===== src/rtl/fifo_arb_pkg.sv =====
// fifo_arb_pkg
//   Shared definitions for the capture-path write arbiter and the read-side
//   demultiplexer: FSM state encoding, the default header tag and the
//   header-word builder.
//   No ports (package).
package fifo_arb_pkg;

  // Arbiter FSM state encoding.
  typedef enum logic [1:0] {
    ST_IDLE   = 2'd0,
    ST_HEADER = 2'd1,
    ST_DATA   = 2'd2
  } arb_state_e;

  // Upper bits of every header word; the ID fills the low bits.
  localparam logic [4:0] HDR_TAG_DEFAULT = 5'b10100;

  // Build a header word {tag, id}. Operands are carried at 32 bits so one
  // function serves every DW/IDW combination; callers truncate to DW.
  function automatic logic [31:0] build_hdr(input logic [31:0] tag,
                                            input logic [31:0] id,
                                            input int unsigned idw);
    logic [31:0] mask;
    mask = (32'd1 << idw) - 32'd1;
    return (tag << idw) | (id & mask);
  endfunction

endpackage


===== src/rtl/fifo_write_arbiter_rr_pick.sv =====
// rr_pick
//   Combinational round-robin priority picker. Returns the first asserted
//   request at or after i_ptr, wrapping from NREQ-1 back to 0.
//   Ports:
//     i_req [NREQ]  request vector
//     i_ptr [IDW]   highest-priority index this round (must be < NREQ)
//     o_any         at least one request asserted
//     o_idx [IDW]   index of the winner (0 when o_any is low)
module rr_pick #(
  parameter int NREQ = 2,
  parameter int IDW  = 3
) (
  input  logic [NREQ-1:0] i_req,
  input  logic [IDW-1:0]  i_ptr,
  output logic            o_any,
  output logic [IDW-1:0]  o_idx
);

  // Scan priority offsets k = 0..NREQ-1 from the pointer; the first hit wins.
  always_comb begin
    o_any = 1'b0;
    o_idx = '0;
    for (int k = 0; k < NREQ; k++) begin
      for (int j = 0; j < NREQ; j++) begin
        if (!o_any && i_req[j] && (j == ((int'(i_ptr) + k) % NREQ))) begin
          o_any = 1'b1;
          o_idx = IDW'(j);
        end else begin
          o_any = o_any;
        end
      end
    end
  end

endmodule


===== src/rtl/fifo_write_arbiter.sv =====
// fifo_write_arbiter
//   Packet-atomic round-robin arbiter sharing the single write port of the
//   capture-path ASYNC_FIFO among NREQ byte-stream requesters. Each packet is
//   preceded by a one-word header {HDR_TAG, id}; packets longer than MAXLEN
//   beats are cut and the remainder is sent as a fresh packet.
//   Ports (all in the wclk domain):
//     wclk            clock (FIFO write clock)
//     rst             synchronous active-low reset (not forwarded to the FIFO)
//     i_req_valid     per-requester beat valid
//     i_req_data      requester i at [i*DW +: DW]
//     i_req_last      per-requester final beat of packet
//     o_req_ready     per-requester beat accepted when valid && ready
//     i_fifo_full     FIFO full
//     o_fifo_enqueue  FIFO enqueue (never high while full)
//     o_fifo_wdata    FIFO write data
//     o_busy          arbiter not idle
//     o_grant_id      current or most recent grantee
//     o_trunc         one-cycle pulse after a packet is cut at MAXLEN
module fifo_write_arbiter
  import fifo_arb_pkg::*;
#(
  parameter int                NREQ    = 2,
  parameter int                DW      = 8,
  parameter int                IDW     = 3,
  parameter logic [DW-IDW-1:0] HDR_TAG = (DW-IDW)'(HDR_TAG_DEFAULT),
  parameter int                MAXLEN  = 64
) (
  input  logic                 wclk,
  input  logic                 rst,
  input  logic [NREQ-1:0]      i_req_valid,
  input  logic [NREQ*DW-1:0]   i_req_data,
  input  logic [NREQ-1:0]      i_req_last,
  output logic [NREQ-1:0]      o_req_ready,
  input  logic                 i_fifo_full,
  output logic                 o_fifo_enqueue,
  output logic [DW-1:0]        o_fifo_wdata,
  output logic                 o_busy,
  output logic [IDW-1:0]       o_grant_id,
  output logic                 o_trunc
);

  localparam int CW = $clog2(MAXLEN + 1);

  arb_state_e       r_state;
  logic [IDW-1:0]   r_grant_id;
  logic [IDW-1:0]   r_rr_ptr;
  logic [CW-1:0]    r_beat_cnt;
  logic             r_busy;
  logic             r_trunc;

  logic             w_pick_any;
  logic [IDW-1:0]   w_pick_idx;
  logic [NREQ-1:0]  w_grant_oh;
  logic             w_sel_valid;
  logic             w_sel_last;
  logic [DW-1:0]    w_sel_data;
  logic [DW-1:0]    w_hdr;
  logic             w_beat_acc;
  logic             w_pkt_end;
  logic [IDW-1:0]   w_next_ptr;

  rr_pick #(
    .NREQ (NREQ),
    .IDW  (IDW)
  ) u_rr_pick (
    .i_req (i_req_valid),
    .i_ptr (r_rr_ptr),
    .o_any (w_pick_any),
    .o_idx (w_pick_idx)
  );

  // Grantee selection as a one-hot AND-OR mux, so no index wider than the
  // requester vector ever reaches the request buses.
  always_comb begin
    w_sel_data = '0;
    for (int i = 0; i < NREQ; i++) begin
      w_grant_oh[i] = (r_grant_id == IDW'(i));
      w_sel_data    = w_sel_data | ({DW{w_grant_oh[i]}} & i_req_data[i*DW +: DW]);
    end
    w_sel_valid = |(i_req_valid & w_grant_oh);
    w_sel_last  = |(i_req_last & w_grant_oh);
  end

  assign w_hdr      = DW'(build_hdr(32'(HDR_TAG), 32'(r_grant_id), IDW));
  assign w_beat_acc = (r_state == ST_DATA) && w_sel_valid && !i_fifo_full;
  // Packet ends on an explicit last beat or on the MAXLEN-th accepted beat.
  assign w_pkt_end  = w_sel_last || (r_beat_cnt == CW'(MAXLEN - 1));
  assign w_next_ptr = (r_grant_id == IDW'(NREQ - 1)) ? '0 : (r_grant_id + IDW'(1));

  // FIFO write port and requester handshake; combinational on state and
  // i_fifo_full so backpressure takes effect in the same cycle.
  always_comb begin
    o_fifo_enqueue = 1'b0;
    o_fifo_wdata   = '0;
    o_req_ready    = '0;
    case (r_state)
      ST_HEADER: begin
        o_fifo_enqueue = !i_fifo_full;
        o_fifo_wdata   = w_hdr;
      end
      ST_DATA: begin
        o_fifo_enqueue = w_sel_valid && !i_fifo_full;
        o_fifo_wdata   = w_sel_data;
        o_req_ready    = w_grant_oh & {NREQ{!i_fifo_full}};
      end
      default: begin
        o_fifo_enqueue = 1'b0;
        o_fifo_wdata   = '0;
        o_req_ready    = '0;
      end
    endcase
  end

  // Arbitration FSM with beat counter, round-robin pointer and status flags.
  always_ff @(posedge wclk) begin
    if (!rst) begin
      r_state    <= ST_IDLE;
      r_grant_id <= '0;
      r_rr_ptr   <= '0;
      r_beat_cnt <= '0;
      r_busy     <= 1'b0;
      r_trunc    <= 1'b0;
    end else begin
      r_trunc <= 1'b0;
      case (r_state)
        ST_IDLE: begin
          if (w_pick_any) begin
            r_grant_id <= w_pick_idx;
            r_beat_cnt <= '0;
            r_busy     <= 1'b1;
            r_state    <= ST_HEADER;
          end
        end
        ST_HEADER: begin
          if (!i_fifo_full) begin
            r_state <= ST_DATA;
          end
        end
        ST_DATA: begin
          if (w_beat_acc) begin
            r_beat_cnt <= r_beat_cnt + CW'(1);
            if (w_pkt_end) begin
              r_state  <= ST_IDLE;
              r_busy   <= 1'b0;
              r_rr_ptr <= w_next_ptr;
              // A cut packet: the requester's next beat opens a new packet.
              r_trunc  <= !w_sel_last;
            end
          end
        end
        default: begin
          r_state <= ST_IDLE;
          r_busy  <= 1'b0;
        end
      endcase
    end
  end

  assign o_busy     = r_busy;
  assign o_grant_id = r_grant_id;
  assign o_trunc    = r_trunc;

endmodule


===== config.mk =====
export PLATFORM = sky130hd
export DESIGN_NAME = fifo_write_arbiter
export DESIGN_NICKNAME = d
export VERILOG_FILES = /design/src/rtl/fifo_arb_pkg.sv /design/src/rtl/fifo_write_arbiter_rr_pick.sv /design/src/rtl/fifo_write_arbiter.sv
export SDC_FILE = /design/constraint.sdc
export NUM_CORES = 1
export LEC_CHECK = 0
export ABC_AREA = 0
export CORE_UTILIZATION = 40
export DETAILED_ROUTE_END_ITERATION = 10
export PLACE_DENSITY = 0.86
export SYNTH_ARGS = -nofsm -noshare
export SYNTH_HDL_FRONTEND = slang
export SYNTH_SLANG_ARGS = --single-unit

===== constraint.sdc =====
create_clock -name wclk -period 4.95 [get_ports wclk]
set_input_delay 0.99 -clock wclk [delete_from_list [all_inputs] [get_ports wclk]]
set_output_delay 0.99 -clock wclk [all_outputs]
set_load 0.1 [all_outputs]

==> results of run 1 <==
[final timing paths]
kind | to | depth (start not counted)
setup / recovery | o_fifo_enqueue | 5
hold / removal | o_busy | 2
setup reg to reg | r_beat_cnt[5] | 4
hold reg to reg | o_busy | 2
[cells in the final DEF (no fill, tap or decap), drive strengths merged, types with 2 or more instances in the layout]
cell / instances
nor2: 11
or3: 2
or4: 3
conb: 2
clkbuf: 4
inv: 5
a21oi: 10
clkdlybuf4s50: 25
nand2: 11
mux2: 2
nor2b: 3
o21ai: 4
buf: 11
a22oi: 2
o31ai: 4
nand2b: 4
nand3: 4
dfxtp: 13
ha: 5
mux2i: 11
and2: 2
[logic make-up (layout without fill, tap and decap cells)]
logic type	Yosys count	in the layout	share of synthesized area, %
other	1	2	0.416
AO/OA/AOI/OAI	26	26	18.4
AND/OR/NAND/NOR	41	41	22.7
flip-flops	13	13	28.8
XOR/XNOR	1	1	0.971
multiplexers	13	13	14.7
adder cells (fa/ha/maj)	5	5	6.93
buffers and inverters	12	45	6.93
[cell usage after synthesis (3+ instances only)]
library cell / instances / share of area (%)
a21oi_1: 10 / 5.5
dfxtp_1: 13 / 29
ha_1: 5 / 6.9
inv_1: 4 / 1.7
mux2i_1: 11 / 12
nand2_1: 11 / 4.6
nand2b_1: 4 / 2.8
nand3_1: 4 / 2.2
nor2_1: 11 / 4.6
nor2b_1: 3 / 2.1
o21ai_0: 4 / 2.2
o31ai_1: 4 / 3.3
or4_1: 3 / 2.5
[layer usage]
metal,vias up,global-route usage (%),share of wire [%]
met5,-,0,0
met4,0,5.71,1.0
met3,4,7.72,5.8
met2,30,33.3,49
met1,438,27.0,44
li1,463,-,-
[power breakdown]
group	internal, mW	switching (mW)	leakage, nW
registers	0.121	0.0206	0.106
logic	0.115	0.258	0.358
clock network	0.0313	0.0334	0.0150
total	0.267	0.312	0.479
[worst max-delay path, cell delays in order]
cell and delay (ns):
clkdlybuf4s50_1 0.54, mux2i_1 0.16, nand2b_1 0.22, a21boi_0 0.17
buf_4 0.32
[area by class of cell]
class                      count  area share (%)
timing repair buffer          36            26.5
sequential                    13            20.7
multi-input combinational     88            46.5
inverter                       5            1.50
clock buffer                   4            2.09
tap                           27            2.69
[state kept, by name (all words and copies together), names as in the netlist]
name	count
o_busy	1
r_beat_cnt	7
r_rr_ptr	1
o_grant_id	1
o_trunc	1
r_state	2
[per-stage QoR]
step / hold WS, ns / total power, mW / worst slack [ns] / area (µm²)
3_5_place_dp: 0.473 / 0.515 / 1.58 / 1230
5_1_grt: 0.516 / 0.619 / 1.41 / 1250
2_1_floorplan: 0.452 / 0.445 / 0.296 / 906
3_3_place_gp: 0.457 / 0.505 / 1.65 / 1230
4_1_cts: 0.484 / 0.582 / 1.57 / 1250
6_report: 0.484 / 0.580 / 1.57 / 1250
==> out/results.txt, run 1 <==
synthesis-to-layout area growth -> 39.1%
Reg area -> 260 µm²
FILL cells -> 184
Final Routed Wirelength -> 2290 µm
Slew @ Worst Pin -> 0.974 ns
#FFs+latches synth -> 13
Antenna Nets Post-Route -> 0
multi-input logic area -> 583 µm²
Critical Path RT -> 3.96 ns
IO buf count -> 36
Worst R2R Start -> o_grant_id[0]
total gr overflow -> 0
placed cells -> 169
DRT iter0 DRCs -> 36
Seq/Total Area, Yosys -> 28.8%
hpwl dp -> 1840 µm
Startpoint Class -> input port
Min Clock Period, post-route -> 3.38 ns
Layout Cells excl Fill -> 173
Syn Std Cell Area -> 902 µm²
Synth Warn # -> 0
cts hold-fix bufs -> 0
GP Congestion -> 0.747
Max Cap Viol -> 0
Residual DRC -> 0
CTS Sinks -> 13
Max-Slew Margin vs Limit -> 34.9%
post-cts resize count -> 0
CTS root buf -> clkbuf_4
Async S/R FF share, synth -> 0%
EDFF count, synth -> 0
FF-to-FF setup slack -> 2.78 ns
Starting Density -> 44.2%
antenna fix cells -> 0
worst-path fanout max -> 4
DR WL/cell -> 13.2 µm
Crit. End Element -> output pin
Die Span Y -> 49.5 µm
Max Fclk -> 296 MHz
Final Hold Viols -> 0
mean post-synth cell area -> 8.05 µm²
Num CTS Buffers -> 3
placeable core region -> 0.00204 mm²
final setup violation count -> 0
CP Data Arrival Time -> 2.39 ns
hold_sp -> o_busy
power density of the placed cells -> 462 mW/mm²
vias after detailed routing -> 935
DRT Pass-1 Iters -> 4
Worst setup startpoint -> i_req_valid[0]
area of the die -> 0.00245 mm²
Distinct cells, synth -> 31
Top Ports -> 39
setup_tns -> 0 ns
Row Count -> 16
share of layout cells above drive strength 1 -> 13.0%
fin util -> 61.5%
VDD IR-drop max -> 0.000333 V
H-tree levels -> 1
first-pass GRT wire length -> 3960 µm
Period Utilization, post-route -> 68.3%
Setup Skew -> 0.000573 ns
Clk Latency, worst-skew pair -> 0.27 ns
CTS tree -> built
Setup Fix Bufs, Post-CTS -> 0
CTS clock-pin slew for the worst setup and hold paths -> 0.07 ns
initial antenna violation count -> 0
gr usage total -> 21.1%
vias in the first global route -> 901
Max Transition Viols Final -> 0
Mapped Cells -> 112
leakage -> 0.479 nW
Main synth FF type -> dfxtp_1
Avg Vias per Cell -> 5.40
Die X -> 49.5 µm
final net count -> 175
pin count of the biggest net entering global routing -> 16
clk buf depth -> 2
WS Path Type -> in -> out
worst hold path type -> reg -> reg
outcome -> finished, final reports clean
RSZ-0062 raised after global routing -> false
(Power assumes the default switching activity.)
==> run 2, diff against run 1 <==
Clock period 4.95 ns to 3.18 ns, I/O delays scaled along.
==> run 2 against run 1 <==
  * Routed wire length fell by 2.1%
  * Critical path type is now reg -> out
  * Non-clock buffer count is the same
  * Clock skew grew 0.0033 ns
  * Setup slack lost 0.97 ns
  * Register-to-register slack worse by 1.7 ns
  * Critical endpoint is now o_fifo_wdata[1]
  * Count of clock-buffer cells in the layout unchanged
  * Combinational power grew 75%
  * Clock power rose by 52%
==> out/results.txt, run 2 (synthesis gave the netlist of run 1 again) <==
Most flops, register -> r_beat_cnt
placeable core region -> 0.00204 mm² (unchanged)
first-pass GRT wire length -> 3730 µm (-5.9%)
Die X -> 49.5 µm (unchanged)
commonest cells after routing, fill and taps aside -> 22 x clkdlybuf4s50_1, 13 x dfxtp_1, 11 x nand2_1, 11 x mux2i_1, 10 x a21oi_1
H-tree levels -> 1 (unchanged)
max FFs per register -> 7 (unchanged)
Setup WS pre-CTS -> 0.634 ns (-0.942 ns)
synthesis-to-layout area growth -> 51.9%
Starting Density -> 44.2% (unchanged)
Final Routed Wirelength -> 2240 µm (-2.1%)
DR WL/cell -> 13.0 µm (-2.1%)
Max Transition Viols Final -> 0 (unchanged)
setup ws final -> 0.594 ns (-0.974 ns)
IO buf count -> 36 (unchanged)
Max Cap Viol -> 0 (unchanged)
biggest regs -> r_beat_cnt (7), r_state (2)
GP Congestion -> 0.854 (+14%)
commonest non-fill, non-tap cell in the layout -> clkdlybuf4s50_1
FILL cells -> 169 (-8.2%)
final setup violation count -> 0 (unchanged)
power density of the placed cells -> 710 mW/mm² (+54%)
Num CTS Buffers -> 3 (unchanged)
DRT Pass-1 Iters -> 4 (unchanged)
vias after detailed routing -> 902 (-3.5%)
Slew @ Worst Pin -> 0.649 ns (-0.325 ns)
Clk Latency, worst-skew pair -> 0.28 ns (about the same)
total gr overflow -> 0 (unchanged)
Max-Slew Margin vs Limit -> 56.7% (+22 points)
Post-DP Area -> 0.00134 mm² (+9.4%)
fin util -> 67.1% (+5.6 points)
clk buf depth -> 2 (unchanged)
CP Data Arrival Time -> 1.95 ns (-0.44 ns)
area of the die -> 0.00245 mm² (unchanged)
Crit. End Element -> output pin
WS Path Type -> reg -> out
gr usage total -> 19.9% (-1.2 points)
Top Ports -> 39 (unchanged)
Startpoint Class -> flip-flop
design area -> 0.00137 mm² (+9.2%)
CTS Sinks -> 13 (unchanged)
VDD IR-drop max -> 0.000530 V (+59%)
DRT iter0 DRCs -> 15 (-58%)
vias in the first global route -> 871 (-3.3%)
Setup Skew -> 0.00387 ns (+0.00330 ns)
Avg Vias per Cell -> 5.21 (-3.5%)
Row Count -> 16 (unchanged)
post-cts resize count -> 0 (unchanged)
hpwl dp -> 1840 µm (about the same)
Min Clock Period, post-route -> 2.59 ns
antenna fix cells -> 0 (unchanged)
Period Utilization, post-route -> 81.3%
CTS root buf -> clkbuf_4
outcome -> finished, final reports clean
worst hold path type -> reg -> reg
RSZ-0062 raised after global routing -> false
final net count -> 175 (unchanged)
setup_tns -> 0 ns (unchanged)
Setup Fix Bufs, Post-CTS -> 0 (unchanged)
initial antenna violation count -> 0 (unchanged)
Tot Pwr -> 0.973 mW (+68%)
share of layout cells above drive strength 1 -> 21.2% (+8.2 points)
leakage -> 0.504 nW (+5.2%)
pin count of the biggest net entering global routing -> 16 (unchanged)
cts hold-fix bufs -> 0 (unchanged)
Die Span Y -> 49.5 µm (unchanged)
CTS tree -> built
Final Hold Viols -> 0 (unchanged)
worst-path fanout max -> 12 (+8)
CTS clock-pin slew for the worst setup and hold paths -> 0.07 ns (about the same)
Residual DRC -> 0 (unchanged)
Antenna Nets Post-Route -> 0 (unchanged)
Max Fclk -> 387 MHz
Critical Path RT -> 2.54 ns (-1.42 ns)
-- run 2: final timing paths --
check	from	slack [ns]	cells past startpoint	end
setup reg to reg	o_grant_id[0]	1.06	4	r_beat_cnt[5]
hold reg to reg	o_busy	0.47	2	o_busy
setup / recovery	r_state[0]	0.59	5	o_fifo_wdata[1]
hold / removal	o_busy	0.47	2	o_busy
-- run 2: report_power, final --
part | total (mW) | switching [mW] | internal (mW) | leakage, nW
sequential | 0.221 | 0.0327 | 0.188 | 0.106
combinational | 0.654 | 0.424 | 0.230 | 0.383
clock | 0.0985 | 0.0498 | 0.0487 | 0.0150
total | 0.973 | 0.506 | 0.467 | 0.504
-- run 2: layer usage --
metal	vias up	track usage, %	part of all wire [%]
met1	410	23.1	41
met2	26	34.2	52
met4	0	6.67	0.40
li1	462	-	-
met3	4	6.48	5.9
met5	-	0	0
-- run 2: cell type report --
type,instances,area [µm²],share of cell area [%]
Timing Repair Buffer,36,400,29.2
Tap cell,27,33.8,2.47
Sequential cell,13,260,19.0
Multi-Input combinational cell,88,631,46.0
Inverter,5,18.8,1.37
Clock buffer,4,26.3,1.92
-- run 2: per-stage QoR --
step,hold WS (ns),std cells
after floorplan,0.452,113
after global placement,0.455,169
after detailed placement,0.461,169
after CTS,0.479,173
after global routing,0.498,173
final,0.475,173
-- run 2: worst max-delay path, stage by stage (launching register included) --
cell     delay [ns]
dfxtp_1        0.35
inv_1          0.09
ha_1           0.38
nand2_1        0.37
nor2_4         0.18
buf_4          0.29
==> run 3, diff against run 2 <==
Clock period 3.18 ns to 2.7 ns, I/O delays scaled along.
==> run 3 against run 2 <==
  * Worst hold slack improved by 0.019 ns
  * Sequential share of layout area is 0.79 points lower
  * Register-to-register slack worse by 0.44 ns
  * Largest cell class unchanged
  * Largest power group unchanged
==> out/results.txt, run 3 (synthesis gave the netlist of run 1 again) <==
Sw Pwr -> 0.603 mW (+19%)
Max Cap Viol -> 0 (unchanged)
Tot Pwr -> 1.17 mW (+20%)
DRT Pass-1 Iters -> 5 (+1)
worst-path fanout max -> 12 (unchanged)
Max-Slew Margin vs Limit -> 57.4% (+0.68 points)
CTS root buf -> clkbuf_4
Startpoint Class -> flip-flop
total gr overflow -> 0 (unchanged)
post-cts resize count -> 0 (unchanged)
RSZ-0062 raised after global routing -> false
final setup violation count -> 0 (unchanged)
Worst R2R Start -> r_state[0]
max FFs per register -> 7 (unchanged)
outcome -> finished, final reports clean
Antenna Nets Post-Route -> 0 (unchanged)
hpwl dp -> 2000 µm (+8.8%)
gr usage total -> 21.4% (+1.5 points)
Final Routed Wirelength -> 2410 µm (+7.2%)
Clk Latency, worst-skew pair -> 0.27 ns (about the same)
combinational fraction of design power -> 67.8% (+0.6 points)
Max Transition Viols Final -> 0 (unchanged)
worst hold path type -> reg -> reg
reg2reg end -> r_beat_cnt[5]
setup ws final -> 0.240 ns (-0.354 ns)
Setup WS pre-CTS -> 0.343 ns (-0.290 ns)
initial antenna violation count -> 0 (unchanged)
Crit. End Element -> output pin
FF-to-FF setup slack -> 0.62 ns (-0.44 ns)
Reg area -> 262 µm² (+0.48%)
share of layout cells above drive strength 1 -> 22.6% (+1.4 points)
commonest cells after routing, fill and taps aside -> 22 x clkdlybuf4s50_1, 12 x dfxtp_1, 11 x nand2_1, 11 x mux2i_1, 11 x buf_12
CTS clock-pin slew for the worst setup and hold paths -> 0.07 ns (about the same)
VDD IR-drop max -> 0.000798 V (+51%)
Most flops, register -> r_beat_cnt
Critical Path RT -> 2.16 ns (-0.38 ns)
Worst setup startpoint -> r_state[0]
Net Sw Frac -> 51.7% (-0.35 points)
CP cell instances -> inv_1 -> ha_1 -> nand2_1 -> nor2_4 -> buf_12
Largest stage delay, worst path -> 0.40 ns (+0.02 ns)
Min Clock Period, post-route -> 2.46 ns
antenna fix cells -> 0 (unchanged)
Final Hold Viols -> 0 (unchanged)
commonest non-fill, non-tap cell in the layout -> clkdlybuf4s50_1
Die X -> 49.5 µm (unchanged)
synthesis-to-layout area growth -> 59.2%
Worst setup endpoint -> o_fifo_wdata[2]
vias in the first global route -> 937 (+7.6%)
Die Span Y -> 49.5 µm (unchanged)
Slew @ Worst Pin -> 0.634 ns (-0.0147 ns)
clock power share -> 9.8% (-0.3 points)
FILL cells -> 178 (+5.3%)
multi-input logic area -> 633 µm² (+0.40%)
IO buf count -> 36 (unchanged)
CP Data Arrival Time -> 1.92 ns (-0.03 ns)
placed cells -> 169 (unchanged)
Layout Cells excl Fill -> 173 (unchanged)
Setup Skew -> 0.00339 ns (-0.000486 ns)
area of the die -> 0.00245 mm² (unchanged)
final hold slack -> 0.494 ns (+0.0194 ns)
CTS tree -> built
Max Fclk -> 406 MHz
clk buf depth -> 2 (unchanged)
Period Utilization, post-route -> 91.1%
CP max stage cell -> ha_1
Worst Reg-to-Reg Cells -> 6 (+2)
Num CTS Buffers -> 3 (unchanged)
biggest regs -> r_beat_cnt (7), r_state (2)
Starting Density -> 44.2% (unchanged)
GP Congestion -> 0.916 (+7.2%)
Setup Fix Bufs, Post-CTS -> 0 (unchanged)
setup_tns -> 0 ns (unchanged)
cts hold-fix bufs -> 0 (unchanged)
power density of the placed cells -> 813 mW/mm² (+14%)
DR WL/cell -> 13.9 µm (+7.2%)
CTS Sinks -> 13 (unchanged)
Row Count -> 16 (unchanged)
Post-DP Area -> 0.00141 mm² (+4.9%)
DRT iter0 DRCs -> 16 (+1)
vias after detailed routing -> 934 (+3.5%)
fin util -> 70.3% (+3.2 points)
sequential share of power -> 22.4% (-0.3 points)
WS Path Type -> reg -> out
H-tree levels -> 1 (unchanged)
Avg Vias per Cell -> 5.40 (+3.5%)
P_int -> 0.564 mW (+21%)
placeable core region -> 0.00204 mm² (unchanged)
final net count -> 175 (unchanged)
design area -> 0.00144 mm² (+4.8%)
Top Ports -> 39 (unchanged)
first-pass GRT wire length -> 4060 µm (+9.1%)
Residual DRC -> 0 (unchanged)
leakage -> 0.517 nW (+2.7%)
pin count of the biggest net entering global routing -> 16 (unchanged)
-- run 3: cell counts in the layout (fill, tap and decap cells not counted) --
No cell type changed its count.
-- run 3: power groups by stage --
stage / logic [mW] / registers (mW) / clock network [mW]
final: 0.791 / 0.262 / 0.115
after CTS: 0.794 / 0.262 / 0.116
after global placement: 0.771 / 0.262 / 0
after detailed placement: 0.792 / 0.266 / 0
after global routing: 0.838 / 0.267 / 0.128
after floorplan: 0.538 / 0.308 / 0
-- run 3: layout make-up --
type | count | share of cell area [%]
clock buffer | 4 | 1.83
inverter | 5 | 1.31
multi-input combinational | 88 | 44.1
sequential | 13 | 18.2
tap | 27 | 2.35
timing repair buffer | 36 | 32.2
-- run 3: worst min-delay path by stage --
stage / startpoint / to / slack [ns] / cells after the start
finish: o_busy / o_busy / 0.49 / 2
global route: r_beat_cnt[5] / r_beat_cnt[5] / 0.52 / 2
CTS: r_beat_cnt[5] / r_beat_cnt[5] / 0.49 / 2
detailed placement: r_beat_cnt[5] / r_beat_cnt[5] / 0.48 / 2
global placement: o_busy / o_busy / 0.46 / 2
floorplan: r_beat_cnt[4] / r_beat_cnt[4] / 0.45 / 2
-- run 3: worst max-delay path, delay by kind of cell (launching register included) --
kind          cells  cell delay (ns)
fa+ha+maj         1             0.40
flops             1             0.35
simple gates      2             0.63
buf+inv           2             0.28
-- run 3: metal layers --
| layer | GRT usage [%] | vias up | share of wire (%) |
|---|---|---|---|
| li1 | - | 463 | - |
| met1 | 24.5 | 442 | 42 |
| met2 | 40.4 | 27 | 54 |
| met3 | 4.94 | 2 | 3.5 |
| met4 | 3.33 | 0 | 0.58 |
| met5 | 0 | - | 0 |
